`config.mk`:
```
export PLATFORM = sky130hd
export DESIGN_NAME = axil_uart_tx
export DESIGN_NICKNAME = d
export VERILOG_FILES = /design/src/rtl/uart_pkg.sv /design/src/rtl/sync_fifo.sv /design/src/rtl/axil_uart_tx.sv
export SDC_FILE = /design/constraint.sdc
export NUM_CORES = 1
export LEC_CHECK = 0
export BUFFER_PORTS_ARGS = -buffer_cell sky130_fd_sc_hd__buf_2
export CAP_MARGIN = 20
export CORE_ASPECT_RATIO = 1.4
export CORE_MARGIN = 4
export CORE_UTILIZATION = 48
export CTS_CLUSTER_DIAMETER = 50
export DETAILED_ROUTE_END_ITERATION = 8
export GPL_ROUTABILITY_DRIVEN = 0
export PLACE_DENSITY = 0.71
export SLEW_MARGIN = 40
export SYNTH_ARGS = -nofsm -noshare
export SYNTH_HDL_FRONTEND = slang
export SYNTH_SLANG_ARGS = --single-unit
```
`constraint.sdc`:
```
create_clock -name clk -period 3.8 [get_ports clk]
set_input_delay 0.76 -clock clk [delete_from_list [all_inputs] [get_ports clk]]
set_output_delay 0.76 -clock clk [all_outputs]
set_load 0.01 [all_outputs]
```
`src/rtl/uart_pkg.sv`:
```
// uart_pkg: register map, STATUS bit positions, AXI responses and TX state encoding
package uart_pkg;
  localparam logic [2:0] TXDATA_OFS = 3'h0;
  localparam logic [2:0] STATUS_OFS = 3'h4;
  localparam int STAT_FULL  = 0;
  localparam int STAT_EMPTY = 1;
  localparam int STAT_BUSY  = 2;
  localparam int STAT_LEVEL = 8;
  localparam logic [1:0] RESP_OKAY   = 2'b00;
  localparam logic [1:0] RESP_SLVERR = 2'b10;
  localparam logic [1:0] RESP_DECERR = 2'b11;
  typedef enum logic [1:0] {ST_IDLE, ST_START, ST_DATA, ST_STOP} uart_tx_state_e;
endpackage

```
`src/rtl/sync_fifo.sv`:
```
// sync_fifo: single-clock FIFO with occupancy level
// Ports: push/din write side, pop/dout read side (dout shows the head entry), full/empty/level status.
module sync_fifo #(
  parameter int WIDTH = 8,
  parameter int DEPTH = 16
) (
  input  logic                   clk,
  input  logic                   rst,
  input  logic                   push,
  input  logic [WIDTH-1:0]       din,
  input  logic                   pop,
  output logic [WIDTH-1:0]       dout,
  output logic                   full,
  output logic                   empty,
  output logic [$clog2(DEPTH):0] level
);
  localparam int AW = $clog2(DEPTH);
  logic [WIDTH-1:0] mem_q [DEPTH];
  logic [AW-1:0] wr_q, wr_d, rd_q, rd_d;
  logic [AW:0] level_q, level_d;
  logic do_push, do_pop;
  assign full  = level_q == (AW+1)'(DEPTH);
  assign empty = level_q == '0;
  assign level = level_q;
  assign dout  = mem_q[rd_q];
  always_comb begin
    do_push = push && !full;
    do_pop  = pop && !empty;
    wr_d    = wr_q + AW'(do_push);
    rd_d    = rd_q + AW'(do_pop);
    level_d = level_q + (AW+1)'(do_push) - (AW+1)'(do_pop);
  end
  always_ff @(posedge clk) begin
    if (rst) begin
      wr_q    <= '0;
      rd_q    <= '0;
      level_q <= '0;
    end else begin
      wr_q    <= wr_d;
      rd_q    <= rd_d;
      level_q <= level_d;
    end
  end
  always_ff @(posedge clk) if (do_push) mem_q[wr_q] <= din;
endmodule

```
`src/rtl/axil_uart_tx.sv`:
```
// axil_uart_tx: AXI4-Lite slave buffering bytes in a FIFO and sending them as 8N1 UART frames on txd
// Ports: AXI4-Lite write (aw/w/b) and read (ar/r) channels; txd serial output, idle high.
// Registers: TXDATA at +0x0 (write pushes wdata[7:0]), STATUS at +0x4 (full, empty, busy, level[15:8]).
module axil_uart_tx
  import uart_pkg::*;
#(
  parameter int              ADDR_WIDTH   = 32,
  parameter int              DATA_WIDTH   = 32,
  parameter logic [31:0]     BASE_ADDR    = 32'h0000_0100,
  parameter int              CLKS_PER_BIT = 868,
  parameter int              FIFO_DEPTH   = 16
) (
  input  logic                    clk,
  input  logic                    rst,
  input  logic [ADDR_WIDTH-1:0]   awaddr,
  input  logic                    awvalid,
  output logic                    awready,
  input  logic [DATA_WIDTH-1:0]   wdata,
  input  logic [DATA_WIDTH/8-1:0] wstrb,
  input  logic                    wvalid,
  output logic                    wready,
  output logic [1:0]              bresp,
  output logic                    bvalid,
  input  logic                    bready,
  input  logic [ADDR_WIDTH-1:0]   araddr,
  input  logic                    arvalid,
  output logic                    arready,
  output logic [DATA_WIDTH-1:0]   rdata,
  output logic [1:0]              rresp,
  output logic                    rvalid,
  input  logic                    rready,
  output logic                    txd
);
  localparam int BW = $clog2(CLKS_PER_BIT);
  localparam int LW = $clog2(FIFO_DEPTH) + 1;
  localparam logic [ADDR_WIDTH-1:0] BASE = ADDR_WIDTH'(BASE_ADDR);
  logic fifo_push, fifo_pop, fifo_full, fifo_empty;
  logic [7:0] fifo_dout;
  logic [LW-1:0] fifo_level;
  logic aw_fire, ar_fire, aw_hit, ar_hit, aw_tx, ar_stat, baud_done;
  logic bvalid_q, bvalid_d, rvalid_q, rvalid_d, txd_q, txd_d;
  logic [1:0] bresp_q, bresp_d, rresp_q, rresp_d;
  logic [DATA_WIDTH-1:0] rdata_q, rdata_d, status;
  uart_tx_state_e state_q, state_d;
  logic [BW-1:0] baud_q, baud_d;
  logic [2:0] bit_q, bit_d;
  logic [7:0] shift_q, shift_d;
  logic unused;
  assign unused = &{1'b0, awaddr[1:0], araddr[1:0], wdata[DATA_WIDTH-1:8], wstrb[DATA_WIDTH/8-1:1]};
  // Ready is combinational so a write or read is accepted in the same cycle its valids meet.
  assign aw_fire   = !rst && awvalid && wvalid && !bvalid_q;
  assign ar_fire   = !rst && arvalid && !rvalid_q;
  assign awready   = aw_fire;
  assign wready    = aw_fire;
  assign arready   = ar_fire;
  assign aw_hit    = awaddr[ADDR_WIDTH-1:3] == BASE[ADDR_WIDTH-1:3];
  assign ar_hit    = araddr[ADDR_WIDTH-1:3] == BASE[ADDR_WIDTH-1:3];
  assign aw_tx     = {awaddr[2], 2'b00} == TXDATA_OFS;
  assign ar_stat   = {araddr[2], 2'b00} == STATUS_OFS;
  assign fifo_push = aw_fire && aw_hit && aw_tx && wstrb[0] && !fifo_full;
  assign baud_done = baud_q == BW'(CLKS_PER_BIT - 1);
  assign bvalid    = bvalid_q;
  assign bresp     = bresp_q;
  assign rvalid    = rvalid_q;
  assign rresp     = rresp_q;
  assign rdata     = rdata_q;
  assign txd       = txd_q;
  sync_fifo #(.WIDTH(8), .DEPTH(FIFO_DEPTH)) u_fifo (
    .clk(clk), .rst(rst), .push(fifo_push), .din(wdata[7:0]), .pop(fifo_pop),
    .dout(fifo_dout), .full(fifo_full), .empty(fifo_empty), .level(fifo_level)
  );
  always_comb begin
    status                  = '0;
    status[STAT_FULL]       = fifo_full;
    status[STAT_EMPTY]      = fifo_empty;
    status[STAT_BUSY]       = state_q != ST_IDLE;
    status[STAT_LEVEL +: LW] = fifo_level;
    bvalid_d = aw_fire || (bvalid_q && !bready);
    bresp_d  = !aw_fire ? bresp_q : !aw_hit ? RESP_DECERR :
               (aw_tx && wstrb[0] && fifo_full) ? RESP_SLVERR : RESP_OKAY;
    rvalid_d = ar_fire || (rvalid_q && !rready);
    rresp_d  = !ar_fire ? rresp_q : ar_hit ? RESP_OKAY : RESP_DECERR;
    rdata_d  = !ar_fire ? rdata_q : (ar_hit && ar_stat) ? status : '0;
  end
  always_comb begin
    state_d  = state_q;
    shift_d  = shift_q;
    bit_d    = bit_q;
    fifo_pop = 1'b0;
    baud_d   = baud_done ? '0 : baud_q + BW'(1);
    if (state_q == ST_IDLE) begin
      baud_d   = '0;
      bit_d    = '0;
      fifo_pop = !fifo_empty;
      shift_d  = fifo_empty ? shift_q : fifo_dout;
      state_d  = fifo_empty ? ST_IDLE : ST_START;
    end else if (baud_done) begin
      if (state_q == ST_START) state_d = ST_DATA;
      if (state_q == ST_STOP) state_d = ST_IDLE;
      if (state_q == ST_DATA) begin
        shift_d = shift_q >> 1;
        bit_d   = bit_q + 3'd1;
        state_d = bit_q == 3'd7 ? ST_STOP : ST_DATA;
      end
    end
    // txd is registered from the current state, so the line lags the FSM by one cycle.
    txd_d = state_q == ST_START ? 1'b0 : state_q == ST_DATA ? shift_q[0] : 1'b1;
  end
  always_ff @(posedge clk) begin
    if (rst) begin
      bvalid_q <= 1'b0;
      bresp_q  <= '0;
      rvalid_q <= 1'b0;
      rresp_q  <= '0;
      rdata_q  <= '0;
      state_q  <= ST_IDLE;
      baud_q   <= '0;
      bit_q    <= '0;
      shift_q  <= '0;
      txd_q    <= 1'b1;
    end else begin
      bvalid_q <= bvalid_d;
      bresp_q  <= bresp_d;
      rvalid_q <= rvalid_d;
      rresp_q  <= rresp_d;
      rdata_q  <= rdata_d;
      state_q  <= state_d;
      baud_q   <= baud_d;
      bit_q    <= bit_d;
      shift_q  <= shift_d;
      txd_q    <= txd_d;
    end
  end
endmodule

```
==> results of run 1 <==
[sequential cells by signal, summed over array words and instances (netlist names)]
register,count
bit_q,3
u_fifo.rd_q,4
u_fifo.wr_q,4
u_fifo.mem_q,128
rdata,8
rvalid,1
shift_q,8
rresp,1
state_q,2
bvalid,1
u_fifo.level,5
txd,1
bresp,2
baud_q,10
[cells by family (layout without fill, tap and decap cells)]
family	Yosys count	in the layout	synth area share
compound gates	52	52	0.0527
xor+xnor	15	15	0.0173
fa+ha+maj	18	18	0.0306
buf+inv	59	145	0.0464
flops	178	178	0.637
mux	44	44	0.106
other cells	1	24	0.000493
simple gates	137	137	0.109
[layout make-up]
| cell class | count | area (um2) |
|---|---|---|
| tap | 196 | 245 |
| fill | 1201 | 6750 |
| multi-input combinational | 290 | 2490 |
| clock inverter | 15 | 219 |
| timing repair buffer | 99 | 510 |
| clock buffer | 17 | 425 |
| inverter | 14 | 52.6 |
| sequential | 178 | 4850 |
[critical path, cell delays in order (launching register included)]
cell and delay [ps]:
dfxtp_1 340, inv_1 80, ha_1 160, nor4b_1 280, buf_4 190, nand2b_1 140
inv_1 110, ha_1 280, inv_1 60, ha_1 160, inv_1 60, fa_1 390
nor2b_1 160, o21bai_1 110, nand3_1 80, nor3b_1 190
[report_power, final]
group          switching (mW)  internal (mW)
sequential              0.152           2.17
clock                   0.884          0.929
combinational           0.474          0.498
total                    1.51           3.59
[through the flow]
step                      total power, mW  instances  setup WS (ps)
after floorplan                      3.09        527            863
after global placement               3.29        777            724
after detailed placement             3.34        777            608
after CTS                            5.15        809            857
after global routing                 5.35        809            686
final                                5.10        809            928
[path summary, 6_finish.rpt]
check	startpoint	to	slack, ps	cells after the start
hold reg to reg	baud_q[0]	baud_q[0]	460	1
hold / removal	baud_q[0]	baud_q[0]	460	1
setup / recovery	u_fifo.level[2]	u_fifo.level[4]	930	15
setup reg to reg	u_fifo.level[2]	u_fifo.level[4]	930	15
[layer usage]
metal | vias up | global-route usage | routed length [um]
li1 | 2109 | - | -
met1 | 2240 | 0.193 | 5520
met2 | 124 | 0.325 | 8450
met3 | 13 | 0.0273 | 686
met4 | 0 | 0.0526 | 153
met5 | - | 0 | 0
[cell usage after synthesis (all sizes together) (2+ instances only)]
cell type / n / share of area
nor3b: 5 / 0.0056
clkbuf: 8 / 0.0041
a311oi: 2 / 0.0023
xnor2: 8 / 0.0092
buf: 37 / 0.035
nor2b: 15 / 0.012
nor2: 30 / 0.015
mux2i: 17 / 0.022
o2bb2ai: 6 / 0.0069
nor3: 12 / 0.0079
xor2: 7 / 0.0081
a221o: 6 / 0.0079
dfxtp: 50 / 0.13
nand2b: 8 / 0.0066
a221oi: 6 / 0.0069
and3: 6 / 0.0049
mux4: 27 / 0.083
and4b: 9 / 0.012
and4: 6 / 0.0069
nand2: 6 / 0.0030
ha: 17 / 0.028
edfxtp: 128 / 0.51
nand3: 10 / 0.0066
a211oi: 2 / 0.0020
nor4: 13 / 0.013
nor4b: 2 / 0.0023
and2: 3 / 0.0025
nand4: 7 / 0.0058
o21bai: 2 / 0.0020
a22o: 9 / 0.010
a21oi: 14 / 0.0092
inv: 14 / 0.0069
==> results.py, run 1 <==
metrics = {
    "cts": {
        "h-tree-depth": 4,
        "cts-resized-gates": 0,
        "cts_buffer_depth": 2,
        "path_clk_slew_ps": 80,
        "cts.sinks": 178,
        "clock_latency_ps": 430,
        "numCtsBuffers": 17,
        "post_cts_buffers": 0,
        "ctsHoldBuffers": 0,
        "root_buffer": "clkbuf_16",
        "cts_tree": "built",
    },
    "floorplan": {
        "dieArea_mm2": 0.0179,
        "coreArea_mm2": 0.0155,
        "start_util": 0.489,
        "die_height_um": 157,
        "num_rows": 54,
        "die-width_um": 114,
        "num_io_pins": 149,
    },
    "timing": {
        "setup_viol": 0,
        "relSlewSlack": 0.494,
        "finClkSkew_ps": 11.7,
        "holdWs_ps": 464,
        "rsz0062_at_grt": "false",
        "tightestPinTransition_ps": 752,
        "min_period_over_period": 0.756,
        "max_freq_mhz": 348,
        "hold_violations": 0,
        "slew_viol_final": 0,
        "setup_tns_ps": 0,
        "finalCriticalPeriod_ps": 2870,
    },
    "place": {
        "hpwl_um": 10600,
        "io_buffer_count": 93,
        "placedInstanceArea_mm2": 0.00815,
    },
    "layout": {
        "final_common_cell": "edfxtp_1",
        "post-route-util": 0.566,
        "layout_common_cells": "edfxtp_1 (128), buf_2 (93), dfxtp_1 (48)",
        "area_delta_synth_final_pct": 15.7,
        "nets": 725,
        "diodes": 0,
        "drive_above_1_share": 0.256,
        "finalInstanceArea_mm2": 0.00879,
    },
    "routing": {
        "dr_total_vias": 4486,
        "wl_um": 14800,
        "drt_first_pass_iters": 4,
        "drt_iter0_markers": 315,
        "drc": 0,
        "ant_nets": 0,
        "avgRoutedWirePerCell_um": 18.3,
        "vias_per_cell": 5.55,
    },
    "setup_path": {
        "criticalPathCategory": "flop to flop",
        "crit_fanout": 3,
        "crit_path_start_kind": "flop",
        "end_kind": "flop",
        "cp.required_ps": 4150,
        "cp.arrival_ps": 3220,
    },
    "run": {
        "maxCapViolCount": 0,
    },
    "yosys": {
        "synth_cells": 504,
        "synthFlopType": "edfxtp_1",
        "ys_seq_area_frac": 0.637,
        "syn_avg_cell_area_um2": 15.1,
        "synth-edff-count": 128,
        "synth-seq-cells": 178,
        "ys_warn_count": 0,
        "synth_area_mm2": 0.00760,
        "async_flop_share": 0,
        "netlist-cell-type-count": 53,
    },
    "power": {
        "ir_drop_uv": 341,
        "p_leak_nw": 3.21,
        "pwr_density_cell_mw_per_mm2": 581,
    },
    "global_routing": {
        "grt_pass1_vias": 4522,
        "grt_max_degree": 33,
        "grt_pass1_wl_um": 23400,
        "overflow": 0,
        "grt_antenna_before_repair": 0,
        "grt.total_usage": 0.170,
    },
    "hold_path": {
        "min_path_type": "flop to flop",
    },
    "outcome": {
        "status": "finished, final reports clean",
    },
}
No activity file was read; power rests on OpenSTA's default activity.
==> inputs of run 2 (changes only) <==
Clock period 3.8 ns to 3 ns, I/O delays scaled along.
==> results.py, run 2 (synthesized netlist as in run 1, its figures left out) <==
metrics = {
    "layout": {
        "drive_above_1_share": 0.261,
        "nets": 730,
        "area_delta_synth_final_pct": 15.7,
        "layout_common_cells": "edfxtp_1 (128), buf_2 (93), dfxtp_1 (49)",
        "multi_input_area_mm2": 0.00250,
        "post-route-util": 0.566,
        "finalInstanceArea_mm2": 0.00879,
        "top_regs": "u_fifo.mem_q: 128 flops, baud_q: 10 flops",
        "final_common_cell": "edfxtp_1",
        "diodes": 0,
        "stdcell_count": 814,
        "top_register": "u_fifo.mem_q",
        "fillers": 1236,
        "seq_area_mm2": 0.00485,
        "largest_reg_flops": 128,
    },
    "floorplan": {
        "dieArea_mm2": 0.0179,
        "num_io_pins": 149,
        "start_util": 0.489,
        "coreArea_mm2": 0.0155,
        "die_height_um": 157,
        "num_rows": 54,
        "die-width_um": 114,
    },
    "setup_path": {
        "crit_path_start_kind": "flop",
        "criticalPathCategory": "flop to flop",
        "ff2ff_path_depth": 14,
        "r2r_slack_ps": 310,
        "cp.arrival_ps": 2980,
        "cp.required_ps": 3300,
        "rr_endpoint": "u_fifo.level[4]",
        "r2r_start": "u_fifo.level[3]",
        "end_kind": "flop",
        "crit_fanout": 3,
    },
    "routing": {
        "ant_nets": 0,
        "drt_iter0_markers": 341,
        "avgRoutedWirePerCell_um": 18.7,
        "dr_total_vias": 4518,
        "drc": 0,
        "wl_um": 15300,
        "vias_per_cell": 5.55,
        "drt_first_pass_iters": 7,
    },
    "timing": {
        "finClkSkew_ps": 8.86,
        "setup_viol": 0,
        "rsz0062_at_grt": "false",
        "max_freq_mhz": 372,
        "relSlewSlack": 0.504,
        "holdWs_ps": 371,
        "slew_viol_final": 0,
        "setup_tns_ps": 0,
        "tightestPinTransition_ps": 739,
        "min_period_over_period": 0.895,
        "fin_ws_ps": 315,
        "finalCriticalPeriod_ps": 2690,
        "hold_violations": 0,
    },
    "global_routing": {
        "grt.total_usage": 0.173,
        "grt_pass1_vias": 4624,
        "grt_antenna_before_repair": 0,
        "grt_pass1_wl_um": 23600,
        "grt_max_degree": 33,
        "overflow": 0,
    },
    "place": {
        "io_buffer_count": 93,
        "pre_cts_ws_ps": 137,
        "hpwl_um": 11200,
        "place_inst": 782,
        "placedInstanceArea_mm2": 0.00820,
    },
    "cts": {
        "numCtsBuffers": 17,
        "cts.sinks": 178,
        "root_buffer": "clkbuf_16",
        "path_clk_slew_ps": 70,
        "cts_buffer_depth": 2,
        "h-tree-depth": 4,
        "clock_latency_ps": 420,
        "ctsHoldBuffers": 0,
        "cts_tree": "built",
    },
    "hold_path": {
        "hp-start": "rready",
        "min_path_type": "input pin to flop",
        "holdPathEnd": "rvalid",
        "holdPathStages": 2,
    },
    "outcome": {
        "status": "finished, final reports clean",
    },
    "power": {
        "ir_drop_uv": 408,
        "pwr_density_cell_mw_per_mm2": 730,
        "power_mw": 6.42,
        "p_leak_nw": 3.22,
    },
    "run": {
        "maxCapViolCount": 0,
    },
}
## run 2: worst max-delay path, stage by stage, from the launching register on
cell      delay (ps)
dfxtp_1          330
inv_1             80
ha_1             150
nor4b_2          280
nand2b_1         210
inv_1            120
ha_1             280
inv_1             60
ha_1             160
inv_1             50
fa_1             370
nor2b_1          160
o21bai_1         100
a21oi_1          150
nor3b_1           60
## run 2: routing by layer
| metal | wire [um] | up-vias | track usage |
|---|---|---|---|
| met1 | 5670 | 2285 | 0.186 |
| met5 | 0 | - | 0 |
| met4 | 110 | 0 | 0.0475 |
| met2 | 8810 | 110 | 0.340 |
| li1 | - | 2117 | - |
| met3 | 664 | 6 | 0.0354 |
## run 2: layout make-up
cell class | instances | area share
inverter | 14 | 0.00598
timing repair buffer | 104 | 0.0637
multi-input combinational | 290 | 0.284
clock buffer | 18 | 0.0488
tap | 196 | 0.0279
sequential | 178 | 0.551
clock inverter | 14 | 0.0186
## run 2: where the power goes
part           internal, mW  switching (mW)
clock                  1.26           0.960
sequential             2.74           0.176
combinational         0.663           0.619
## run 2: worst max-delay path by stage
stage / from / endpoint / slack [ps] / depth (start not counted)
floorplan: awaddr[9] / u_fifo.level[4] / 220 / 11
global placement: u_fifo.level[3] / u_fifo.level[4] / 190 / 14
detailed placement: awaddr[9] / u_fifo.level[4] / 140 / 11
CTS: u_fifo.level[3] / u_fifo.level[4] / 150 / 14
global route: u_fifo.level[2] / u_fifo.level[4] / 100 / 14
finish: u_fifo.level[3] / u_fifo.level[4] / 310 / 14
## run 2: what timing repair did
action,4_1_cts,5_1_grt
buffers inserted,0,0
endpoints found under the setup margin,0,1
hold endpoints to repair,0,0
resized for setup,0,1
==> inputs of run 3 (changes only) <==
Settings changed: PLACE_DENSITY 0.71 to 0.74.
Clock period 3 ns to 2.35 ns, I/O delays scaled along.
==> results.py, run 3 (synthesized netlist as in run 1, its figures left out) <==
metrics = {
    "outcome": {
        "status": "finished with violations",
        "violations": "setup timing",
    },
    "cts": {
        "h-tree-depth": 4,
        "path_clk_slew_ps": 70,
        "ctsHoldBuffers": 0,
        "clock_latency_ps": 430,
        "numCtsBuffers": 17,
        "cts.sinks": 178,
        "cts_tree": "built",
        "root_buffer": "clkbuf_16",
        "cts_buffer_depth": 2,
    },
    "layout": {
        "layout_common_cells": "edfxtp_1 (128), buf_2 (93), dfxtp_1 (47)",
        "nets": 767,
        "drive_above_1_share": 0.333,
        "fillers": 1121,
        "top_register": "u_fifo.mem_q",
        "multi_input_area_mm2": 0.00260,
        "largest_reg_flops": 128,
        "seq_area_mm2": 0.00485,
        "diodes": 0,
        "final_common_cell": "edfxtp_1",
        "finalInstanceArea_mm2": 0.00935,
        "area_delta_synth_final_pct": 23.0,
        "top_regs": "u_fifo.mem_q: 128 flops, baud_q: 10 flops",
    },
    "hold_path": {
        "min_path_type": "input pin to flop",
        "holdPathStages": 2,
        "hp-start": "rready",
        "holdPathEnd": "rvalid",
    },
    "setup_path": {
        "ff2ff_path_depth": 14,
        "rr_endpoint": "u_fifo.level[4]",
        "crit_fanout": 2,
        "crit_path_start_kind": "flop",
        "cp.arrival_ps": 2650,
        "r2r_slack_ps": -8,
        "criticalPathCategory": "flop to flop",
        "end_kind": "flop",
        "cp.required_ps": 2650,
        "r2r_start": "u_fifo.level[2]",
    },
    "place": {
        "placedInstanceArea_mm2": 0.00864,
        "io_buffer_count": 93,
        "hpwl_um": 10900,
        "pre_cts_ws_ps": -287,
    },
    "routing": {
        "dr_total_vias": 4652,
        "drt_first_pass_iters": 4,
        "avgRoutedWirePerCell_um": 18.4,
        "wl_um": 15700,
        "drc": 0,
        "vias_per_cell": 5.47,
        "drt_iter0_markers": 218,
        "ant_nets": 0,
    },
    "global_routing": {
        "grt.total_usage": 0.179,
        "grt_max_degree": 33,
        "grt_antenna_before_repair": 0,
        "grt_pass1_vias": 4791,
        "grt_pass1_wl_um": 24500,
        "overflow": 0,
    },
    "run": {
        "maxCapViolCount": 0,
    },
    "timing": {
        "tightestPinTransition_ps": 714,
        "finClkSkew_ps": 12.5,
        "setup_viol": 1,
        "slew_viol_final": 0,
        "max_freq_mhz": 424,
        "hold_violations": 0,
        "min_period_over_period": 1.00,
        "fin_ws_ps": -7.61,
        "relSlewSlack": 0.520,
        "rsz0062_at_grt": "true",
        "finalCriticalPeriod_ps": 2360,
    },
    "floorplan": {
        "dieArea_mm2": 0.0179,
        "coreArea_mm2": 0.0155,
        "die_height_um": 157,
        "num_io_pins": 149,
        "start_util": 0.489,
        "num_rows": 54,
        "die-width_um": 114,
    },
    "power": {
        "power_mw": 8.59,
        "pwr_density_cell_mw_per_mm2": 918,
        "ir_drop_uv": 609,
        "p_leak_nw": 3.46,
    },
}
run 3: cell count changes in the layout (fill, tap and decap cells not counted), sizes merged:
cell and delta:
inv -1, buf +37, clkinv +5, clkinvlp -1
clkbuf -1, bufinv -2
run 3: cell type report:
type | instances | area share
flip-flops and latches | 178 | 0.518
multi-input cells | 290 | 0.278
repair buffers | 141 | 0.111
clock buffers | 17 | 0.0455
well taps | 196 | 0.0262
clock inverters | 15 | 0.0154
inverters | 14 | 0.00589
run 3: worst max-delay path by stage:
| stage | start | endpoint | slack [ps] | depth (start not counted) |
|---|---|---|---|---|
| 6_report | u_fifo.level[2] | u_fifo.level[4] | -8 | 14 |
| 5_1_grt | u_fifo.level[2] | u_fifo.level[4] | -100 | 14 |
| 4_1_cts | u_fifo.level[3] | u_fifo.level[4] | -20 | 14 |
| 3_5_place_dp | rst | u_fifo.level[4] | -290 | 12 |
| 3_3_place_gp | awaddr[18] | u_fifo.level[4] | -220 | 11 |
| 2_1_floorplan | wvalid | u_fifo.level[4] | -220 | 12 |
run 3: timing repair:
action                                  4_1_cts  5_1_grt
gates resized for setup                      17        6
buffers inserted                              3        4
endpoints found under the setup margin        3        1
pin swaps                                     8        8
run 3: stage by stage:
step	hold WS [ps]	TNS (ps)	utilization	cells
floorplan	430	-242	-	527
global placement	444	-5500	0.556	812
detailed placement	447	-11780	0.556	812
CTS	226	-22.0	0.598	847
global route	241	-95.4	0.602	851
finish	237	-7.61	0.602	851
run 3: routing by layer:
metal	global-route usage	wire length, um	vias up
met5	0	0	-
met4	0.0487	234	0
met3	0.0377	674	14
met2	0.348	9080	121
met1	0.194	5700	2319
li1	-	-	2198
run 3: worst max-delay path, stage by stage, from the launching register on:
cell,delay [ps]
dfxtp_2,330
inv_2,80
ha_4,140
nor4b_4,210
nand2b_4,190
inv_4,40
ha_4,200
inv_2,60
ha_4,130
inv_2,40
fa_2,370
nor2b_4,170
o21bai_4,100
a21oi_2,130
nor3b_2,50
run 3: power by group:
group          total [mW]  leakage [nW]  switching [mW]  internal (mW)
logic                2.21          1.63            1.02           1.19
registers            3.69          1.56           0.188           3.51
clock network        2.68         0.274            1.28           1.41
total                8.59          3.46            2.49           6.10
